[config.mk]
export PLATFORM = sky130hd
export DESIGN_NAME = vga_rect_filler_flat
export DESIGN_NICKNAME = d
export VERILOG_FILES = /design/src/rtl/vga_rect_filler_if.sv /design/src/rtl/vga_rect_filler.sv /design/src/flat_wrapper.sv
export SDC_FILE = /design/constraint.sdc
export NUM_CORES = 1
export LEC_CHECK = 0
export CAP_MARGIN = 20
export CORE_UTILIZATION = 27
export DETAILED_ROUTE_END_ITERATION = 8
export DONT_BUFFER_PORTS = 1
export HOLD_SLACK_MARGIN = 0.12
export PLACE_DENSITY = 0.45
export SETUP_SLACK_MARGIN = 0.05
export SLEW_MARGIN = 20
export SYNTH_ARGS = -nofsm -noshare
export SYNTH_HDL_FRONTEND = slang
export SYNTH_SLANG_ARGS = --single-unit
export TNS_END_PERCENT = 50
[constraint.sdc]
create_clock -name Clock -period 7.2 [get_ports Clock]
set_clock_uncertainty 0.15 [all_clocks]
set_input_delay 1.44 -clock Clock [delete_from_list [all_inputs] [get_ports Clock]]
set_output_delay 1.44 -clock Clock [all_outputs]
set_load 0.005 [all_outputs]
[src/rtl/vga_rect_filler_if.sv]
// Command, status and video-RAM write port of the rectangle fill engine.
// master = command issuer / RAM side, slave = vga_rect_filler.
interface vga_rect_filler_if #(
  parameter int ADDR_WIDTH  = 19,
  parameter int COLOR_WIDTH = 3
);
  logic                   iStart;
  logic [8:0]             iX;
  logic [7:0]             iY;
  logic [8:0]             iWidth;
  logic [7:0]             iHeight;
  logic [COLOR_WIDTH-1:0] iColor;
  logic                   iStall;
  logic                   oBusy;
  logic                   oDone;
  logic                   oError;
  logic                   oWriteEnable;
  logic [ADDR_WIDTH-1:0]  oWriteAddress;
  logic [COLOR_WIDTH-1:0] oDataOut;

  modport master (
    output iStart, iX, iY, iWidth, iHeight, iColor, iStall,
    input  oBusy, oDone, oError,
    input  oWriteEnable, oWriteAddress, oDataOut
  );

  modport slave (
    input  iStart, iX, iY, iWidth, iHeight, iColor, iStall,
    output oBusy, oDone, oError,
    output oWriteEnable, oWriteAddress, oDataOut
  );
endinterface

[src/rtl/vga_rect_filler.sv]
// Solid-colour rectangle fill engine, writer side of the 400x240 framebuffer.
// Define RECT_FILL_CLIP_EN to clip to the screen instead of rejecting.
module vga_rect_filler #(
  parameter int FB_WIDTH    = 400,
  parameter int FB_HEIGHT   = 240,
  parameter int ADDR_WIDTH  = 19,
  parameter int COLOR_WIDTH = 3
) (
  input logic Clock,
  input logic Reset,
  vga_rect_filler_if.slave bus
);

  typedef enum logic [1:0] {
    S_IDLE, S_CHECK, S_FILL, S_DONE
  } state_t;

  localparam logic [9:0] LP_FBW = 10'(FB_WIDTH);
  localparam logic [8:0] LP_FBH = 9'(FB_HEIGHT);
  localparam logic [ADDR_WIDTH-1:0] LP_STRIDE =
    ADDR_WIDTH'(FB_WIDTH);

  state_t                 r_state, w_state;
  logic [8:0]             r_x, w_x;
  logic [7:0]             r_y, w_y;
  logic [8:0]             r_w, w_w;
  logic [7:0]             r_h, w_h;
  logic [COLOR_WIDTH-1:0] r_color, w_color;
  logic [8:0]             r_effW, w_effW;
  logic [7:0]             r_effH, w_effH;
  logic [8:0]             r_col, w_col;
  logic [7:0]             r_row, w_row;
  logic [ADDR_WIDTH-1:0]  r_rowBase, w_rowBase;
  logic                   r_busy, w_busy;
  logic                   r_done, w_done;
  logic                   r_error, w_error;
  logic                   r_we, w_we;
  logic [ADDR_WIDTH-1:0]  r_addr, w_addr;
  logic [COLOR_WIDTH-1:0] r_data, w_data;

  logic [8:0]             w_cW;
  logic [7:0]             w_cH;
  logic                   w_reject;

`ifdef RECT_FILL_CLIP_EN
  logic [8:0] w_xRoom;
  logic [7:0] w_yRoom;

  // Clip the latched rectangle to the visible area.
  always_comb begin
    w_xRoom = ({1'b0, r_x} >= LP_FBW) ? 9'd0
            : 9'(LP_FBW - {1'b0, r_x});
    w_yRoom = ({1'b0, r_y} >= LP_FBH) ? 8'd0
            : 8'(LP_FBH - {1'b0, r_y});
    w_cW = (r_w < w_xRoom) ? r_w : w_xRoom;
    w_cH = (r_h < w_yRoom) ? r_h : w_yRoom;
    w_reject = 1'b0;
  end
`else
  logic [9:0] w_xEnd;
  logic [8:0] w_yEnd;

  // Reject any rectangle that leaves the visible area.
  always_comb begin
    w_xEnd = {1'b0, r_x} + {1'b0, r_w};
    w_yEnd = {1'b0, r_y} + {1'b0, r_h};
    w_cW = r_w;
    w_cH = r_h;
    w_reject = ({1'b0, r_x} >= LP_FBW) |
               ({1'b0, r_y} >= LP_FBH) |
               (w_xEnd > LP_FBW) |
               (w_yEnd > LP_FBH);
  end
`endif

  // State register.
  always_ff @(posedge Clock) begin
    if (!Reset) r_state <= S_IDLE;
    else        r_state <= w_state;
  end

  // Next state, counters and registered outputs.
  always_comb begin
    w_state   = r_state;
    w_x       = r_x;
    w_y       = r_y;
    w_w       = r_w;
    w_h       = r_h;
    w_color   = r_color;
    w_effW    = r_effW;
    w_effH    = r_effH;
    w_col     = r_col;
    w_row     = r_row;
    w_rowBase = r_rowBase;
    w_busy    = r_busy;
    w_done    = 1'b0;
    w_error   = 1'b0;
    w_we      = 1'b0;
    w_addr    = r_addr;
    w_data    = r_data;
    unique case (r_state)
      S_IDLE: begin
        if (bus.iStart) begin
          w_x     = bus.iX;
          w_y     = bus.iY;
          w_w     = bus.iWidth;
          w_h     = bus.iHeight;
          w_color = bus.iColor;
          w_busy  = 1'b1;
          w_state = S_CHECK;
        end
      end
      S_CHECK: begin
        w_col     = 9'd0;
        w_row     = 8'd0;
        w_effW    = w_cW;
        w_effH    = w_cH;
        w_rowBase = ADDR_WIDTH'(r_y) * LP_STRIDE;
        if (w_reject) begin
          w_error = 1'b1;
          w_busy  = 1'b0;
          w_state = S_IDLE;
        end else if (w_cW == 9'd0 || w_cH == 8'd0) begin
          w_state = S_DONE;
        end else begin
          w_state = S_FILL;
        end
      end
      S_FILL: begin
        if (!bus.iStall) begin
          w_we   = 1'b1;
          w_data = r_color;
          w_addr = r_rowBase + ADDR_WIDTH'(r_x)
                 + ADDR_WIDTH'(r_col);
          if (r_col == r_effW - 9'd1) begin
            w_col = 9'd0;
            if (r_row == r_effH - 8'd1) begin
              w_state = S_DONE;
            end else begin
              w_row     = r_row + 8'd1;
              w_rowBase = r_rowBase + LP_STRIDE;
            end
          end else begin
            w_col = r_col + 9'd1;
          end
        end
      end
      S_DONE: begin
        w_done  = 1'b1;
        w_busy  = 1'b0;
        w_state = S_IDLE;
      end
      default: w_state = S_IDLE;
    endcase
  end

  // Datapath and output registers; reset aborts any fill.
  always_ff @(posedge Clock) begin
    if (!Reset) begin
      r_x       <= '0;
      r_y       <= '0;
      r_w       <= '0;
      r_h       <= '0;
      r_color   <= '0;
      r_effW    <= '0;
      r_effH    <= '0;
      r_col     <= '0;
      r_row     <= '0;
      r_rowBase <= '0;
      r_busy    <= 1'b0;
      r_done    <= 1'b0;
      r_error   <= 1'b0;
      r_we      <= 1'b0;
      r_addr    <= '0;
      r_data    <= '0;
    end else begin
      r_x       <= w_x;
      r_y       <= w_y;
      r_w       <= w_w;
      r_h       <= w_h;
      r_color   <= w_color;
      r_effW    <= w_effW;
      r_effH    <= w_effH;
      r_col     <= w_col;
      r_row     <= w_row;
      r_rowBase <= w_rowBase;
      r_busy    <= w_busy;
      r_done    <= w_done;
      r_error   <= w_error;
      r_we      <= w_we;
      r_addr    <= w_addr;
      r_data    <= w_data;
    end
  end

  assign bus.oBusy         = r_busy;
  assign bus.oDone         = r_done;
  assign bus.oError        = r_error;
  assign bus.oWriteEnable  = r_we;
  assign bus.oWriteAddress = r_addr;
  assign bus.oDataOut      = r_data;

endmodule

[src/flat_wrapper.sv]
// flat-port wrapper written by rule: the top's interface ports become plain ports
module vga_rect_filler_flat 
#(
  parameter int FB_WIDTH    = 400,
  parameter int FB_HEIGHT   = 240,
  parameter int ADDR_WIDTH  = 19,
  parameter int COLOR_WIDTH = 3
)
  (Clock, Reset, bus_iStart, bus_iX, bus_iY, bus_iWidth, bus_iHeight, bus_iColor, bus_iStall, bus_oBusy, bus_oDone, bus_oError, bus_oWriteEnable, bus_oWriteAddress, bus_oDataOut);
  vga_rect_filler_if #(.ADDR_WIDTH(ADDR_WIDTH), .COLOR_WIDTH(COLOR_WIDTH)) bus_i ();
  input logic Clock;
  input logic Reset;
  input wire logic [$bits(bus_i.iStart)-1:0] bus_iStart;
  input wire logic [$bits(bus_i.iX)-1:0] bus_iX;
  input wire logic [$bits(bus_i.iY)-1:0] bus_iY;
  input wire logic [$bits(bus_i.iWidth)-1:0] bus_iWidth;
  input wire logic [$bits(bus_i.iHeight)-1:0] bus_iHeight;
  input wire logic [$bits(bus_i.iColor)-1:0] bus_iColor;
  input wire logic [$bits(bus_i.iStall)-1:0] bus_iStall;
  output wire logic [$bits(bus_i.oBusy)-1:0] bus_oBusy;
  output wire logic [$bits(bus_i.oDone)-1:0] bus_oDone;
  output wire logic [$bits(bus_i.oError)-1:0] bus_oError;
  output wire logic [$bits(bus_i.oWriteEnable)-1:0] bus_oWriteEnable;
  output wire logic [$bits(bus_i.oWriteAddress)-1:0] bus_oWriteAddress;
  output wire logic [$bits(bus_i.oDataOut)-1:0] bus_oDataOut;
  assign bus_i.iStart = bus_iStart;
  assign bus_i.iX = bus_iX;
  assign bus_i.iY = bus_iY;
  assign bus_i.iWidth = bus_iWidth;
  assign bus_i.iHeight = bus_iHeight;
  assign bus_i.iColor = bus_iColor;
  assign bus_i.iStall = bus_iStall;
  assign bus_oBusy = bus_i.oBusy;
  assign bus_oDone = bus_i.oDone;
  assign bus_oError = bus_i.oError;
  assign bus_oWriteEnable = bus_i.oWriteEnable;
  assign bus_oWriteAddress = bus_i.oWriteAddress;
  assign bus_oDataOut = bus_i.oDataOut;
  vga_rect_filler #(.FB_WIDTH(FB_WIDTH), .FB_HEIGHT(FB_HEIGHT), .ADDR_WIDTH(ADDR_WIDTH), .COLOR_WIDTH(COLOR_WIDTH)) u_core (.Clock(Clock), .Reset(Reset), .bus(bus_i));
endmodule
Word level (Yosys, flattened, before mapping). Index checks and enable logic that the tools add are counted.

Muxes and demuxes: 24. Magnitude comparators: 4. Bitwise operators: 4. Multipliers: 1. Reductions and logical operators: 14. Add/subtract/negate cells: 9. Equality and inequality tests: 11.

Operators by type and width (number): 19-bit 2-to-1 mux (3); 19-bit by 9-bit adder with 19-bit output (2); 19-bit one-hot mux with 2 select lines (1); 8-bit 2-to-1 mux (3); 19-bit by 9-bit adder with 19-bit output (second input constant) (1); 9-bit 2-to-1 mux (2); 9-bit one-hot mux with 2 select lines (1); 8-bit one-hot mux with 2 select lines (1); 8-bit by 5-bit multiplier with 13-bit output (second input constant) (1); 9-bit by 9-bit adder with 10-bit output (1); 10-bit by 9-bit > comparator with 1-bit output (second input constant) (1); 2-bit 2-to-1 mux (5); 2-bit AND reduction (5); 8-bit by 8-bit adder with 9-bit output (1); 9-bit by 1-bit adder with 9-bit output (second input constant) (1); 9-bit == test (1); 9-bit >= comparator (second input constant) (1); 9-bit by 8-bit > comparator with 1-bit output (second input constant) (1); 9-bit zero test (1); 9-bit by 1-bit subtractor with 9-bit output (second input constant) (1); 8-bit by 1-bit adder with 8-bit output (second input constant) (1); 8-bit == test (1); 8-bit >= comparator (second input constant) (1); 8-bit zero test (1); other kinds (16) (29).

Input bits: 41. Bits in registers: 118. Output and inout bits: 26.

Longest topological paths before layout.
Depth in word-level cells: 6. Depth in mapped cells: 14. Depth with buffers taken out: 14.

Worst setup path after synthesis. OpenSTA, ideal clock, no wires.

Kind: reg2reg. Start point: reg u_core.r_y[2]. End point: reg u_core.r_rowBase[16]. Data required time: 6931 ps. Cell stages (with the launch flop): 15. Slack: 3806 ps. Library setup time: 119 ps. Data arrival time: 3125 ps. Path through: dfxtp_1 > ha_1 > ha_1 > inv_1 > fa_1 > inv_1 > ha_1 > a21o_1 > a21oi_1 > o21bai_1 > a211o_1 > a31oi_1 > xor2_1 > a21oi_1 > o221a_1.

Longest elaborated chain between the ends: 2.

RTL lines: start: declaration (line vga_rect_filler.sv:25) `logic [7:0] r_y, w_y;`; start signal: assignment (line vga_rect_filler.sv:178) `r_y <= w_y;`; 8-bit by 5-bit multiplier with 13-bit output (line vga_rect_filler.sv:118) `w_rowBase = ADDR_WIDTH'(r_y) * LP_STRIDE;`; 19-bit one-hot mux with 2 select lines (line vga_rect_filler.sv:101) `unique case (r_state)`; end signal: assignment (line vga_rect_filler.sv:186) `r_rowBase <= w_rowBase;`; end: declaration (line vga_rect_filler.sv:33) `logic [ADDR_WIDTH-1:0] r_rowBase, w_rowBase;`.

Every way passes these cells. A chain may end at the register's enable or synchronous reset.

Final worst setup path.
Start point: reg u_core.r_y[3]. End point: reg u_core.r_rowBase[16].

The elaborated chain is that of the path after synthesis.

==> impl_metrics.json <==
{
  "timing.final.crit_share": 0.507,
  "htree_levels": 4,
  "synth_enable_flop_cells": 0,
  "num_rows": 59,
  "fp.dieW_um": 165,
  "wl_per_cell_um": 16.1,
  "end_kind": "register",
  "n_fill_cell": 2830,
  "worstHoldPathCells": 2,
  "cts_tree": "built",
  "total_power_mw": 2.17,
  "violations": "design-rule violations",
  "synth_seq_cells": 114,
  "io_pins": 67,
  "tightestPinTransition_ns": 0.916,
  "hold_path.class": "register to register",
  "ctsResizeCount": 0,
  "r2r_cells": 14,
  "crit_arrival_ns": 3.81,
  "ant_nets": 0,
  "rsz0062_at_grt": "false",
  "overflow": 0,
  "fin_area_um2": 8170,
  "clkSinkCount": 114,
  "ys_async_sr_fraction": 0,
  "synthXorXnorAreaFrac": 0.0704,
  "crit_fanout": 5,
  "drt_wl_total_um": 19400,
  "remaining_drc_errors": 20,
  "worstPathRequired_ns": 7.36,
  "post_cts_buffers": 0,
  "viasPerCell": 4.84,
  "setup_viol": 0,
  "dr.pass1.iters": 7,
  "reg2reg_from": "u_core.r_y[3]",
  "areaGrowthSynthToFinish_pct": 13.3,
  "hpwl_um": 14300,
  "placed_area_um2": 7510,
  "startpoint_type": "register",
  "syn_nets": 992,
  "synthCells": 876,
  "grt_usage": 0.151,
  "finalHoldViolCount": 0,
  "synthMuxAreaShare": 0.00416,
  "root_buffer": "clkbuf_16",
  "yosys.area_share.simple": 0.222,
  "die_area_um2": 27400,
  "hp-start": "u_core.r_color[2]",
  "grt_antenna_before_repair": 0,
  "path_class": "register to register",
  "start_util": 0.276,
  "peakVddDrop_mv": 0.159,
  "synth_top_family_by_area": "simple AND/OR/NAND/NOR gates",
  "die_h_um": 165,
  "leakagePower_nw": 3.32,
  "syn_area_per_cell_um2": 8.23,
  "min_period_ns": 3.65,
  "drtIter0Drc": 258,
  "coreArea_um2": 26100,
  "nNetsFinal": 975,
  "drive_gt1_frac": 0.0643,
  "grt_start_max_net_pins": 103,
  "synth_fa_ha_area_frac": 0.142,
  "place.gp.congestion": 0.813,
  "critPathLaunch": "u_core.r_y[3]",
  "regArea_um2": 2280,
  "clk_latency_ns": 0.42,
  "ys.flop_type": "dfxtp_1",
  "outcome": "finished with violations",
  "clockBufferDepth": 2,
  "port_buffers": 0,
  "ctsHoldBuffers": 0,
  "multi_input_area_um2": 4650,
  "numCtsBuffers": 17,
  "clk_pin_slew_ns": 0.06,
  "yosysWarnings": 0,
  "max-cap-violations": 0,
  "grt_pass1_vias": 5691,
  "ys_seq_area_frac": 0.317,
  "syn-cell-area_um2": 7210,
  "netlist-cell-type-count": 66,
  "slew_headroom": 0.389,
  "synth_compound_area_frac": 0.206,
  "pwr_density_cell_nw_per_um2": 266,
  "grt_pass1_wl_um": 31500,
  "num_vias": 5843,
  "setup_tns_ns": 0,
  "fmax_mhz": 274,
  "slew_viol_final": 0
}
worst max-delay path, cell delays in order, from the launching register on:
cell	delay (ns)
dfxtp_1	0.43
ha_1	0.28
ha_1	0.28
inv_1	0.05
fa_1	0.49
inv_1	0.04
ha_1	0.32
a21o_1	0.17
a21oi_1	0.23
o21bai_1	0.11
a211o_1	0.30
a31oi_1	0.19
xor2_1	0.16
a21oi_1	0.08
o221a_1	0.25
placed cells by master, fill, tap and decap left out, types with 7 or more instances in the layout:
master     netlist  routed
nor4_1           8       8
a21boi_0        63      63
and2_1          13      13
xnor2_1         32      32
nand2_1        165     165
and3_1          12      12
clkbuf_16        0      17
xor2_1          26      26
fa_1            11      11
o21ai_0         30      30
nor3_1          15      15
nand2b_1         9       9
ha_1            64      64
nand3_1         25      25
a21oi_1         49      49
a211oi_1         7       7
dfxtp_1        114     114
inv_1           32      32
nor2_1          44      42
a21o_1          12      12
layout make-up:
type,count,share of cell area
Multi-Input combinational cell,689,0.570
Sequential cell,114,0.279
Clock buffer,22,0.0581
Tap cell,335,0.0513
Clock inverter,9,0.0218
Inverter,32,0.0147
Timing Repair Buffer,5,0.00460
Antenna cell,1,0.000306
registers in the layout, summed over array words and instances, names as in the netlist, 8 cells and up:
name                      flops
u_core.bus.oWriteAddress     19
u_core.r_rowBase             15
u_core.r_col                  9
u_core.r_effW                 9
u_core.r_w                    9
u_core.r_x                    9
u_core.r_effH                 8
u_core.r_h                    8
u_core.r_row                  8
u_core.r_y                    8
synth_stat cells, types with 7 or more instances:
| master | number | area (um2) |
|---|---|---|
| nand2_1 | 165 | 619 |
| dfxtp_1 | 114 | 2280 |
| ha_1 | 64 | 801 |
| a21boi_0 | 63 | 473 |
| a21oi_1 | 49 | 245 |
| nor2_1 | 44 | 165 |
| clkbuf_1 | 35 | 131 |
| inv_1 | 32 | 120 |
| xnor2_1 | 32 | 280 |
| o21ai_0 | 30 | 150 |
| xor2_1 | 26 | 228 |
| nand3_1 | 25 | 125 |
| nor3_1 | 15 | 75.1 |
| and2_1 | 13 | 81.3 |
| a21o_1 | 12 | 90.1 |
| and3_1 | 12 | 75.1 |
| fa_1 | 11 | 220 |
| nand2b_1 | 9 | 56.3 |
| nor4_1 | 8 | 50.1 |
| a211oi_1 | 7 | 52.6 |
kinds of logic after synthesis:
kind of cell,after synthesis
simple gates,336
compound gates,217
flops,114
fa+ha+maj,75
buf+inv,73
xor+xnor,58
mux,3
where the power goes:
| part | switching [mW] | internal [mW] | leakage [nW] |
|---|---|---|---|
| clock | 0.310 | 0.639 | 0.308 |
| sequential | 0.0851 | 0.687 | 0.927 |
| combinational | 0.268 | 0.181 | 2.09 |
| total | 0.663 | 1.51 | 3.32 |
per-layer routing:
layer	wire [um]	vias up	GRT usage
met3	889	12	0.0385
met1	10000	2689	0.214
met2	8310	103	0.228
li1	-	3039	-
met5	0	-	0
met4	176	0	0.0347
final timing paths:
kind	to	slack (ns)
max	u_core.r_rowBase[16]	3.55
min	u_core.bus.oDataOut[2]	0.31
max reg2reg	u_core.r_rowBase[16]	3.55
min reg2reg	u_core.bus.oDataOut[2]	0.31
stage by stage:
step | std cells | worst slack (ns) | util | hold slack (ns)
2_1_floorplan | 876 | 3.81 | - | 0.291
3_3_place_gp | 1175 | 3.59 | 0.288 | 0.301
3_5_place_dp | 1175 | 3.56 | 0.288 | 0.307
4_1_cts | 1206 | 3.52 | 0.312 | 0.315
5_1_grt | 1206 | 3.26 | 0.312 | 0.341
6_report | 1207 | 3.55 | 0.313 | 0.314
Note: power is estimated with default switching activity, not from simulation.
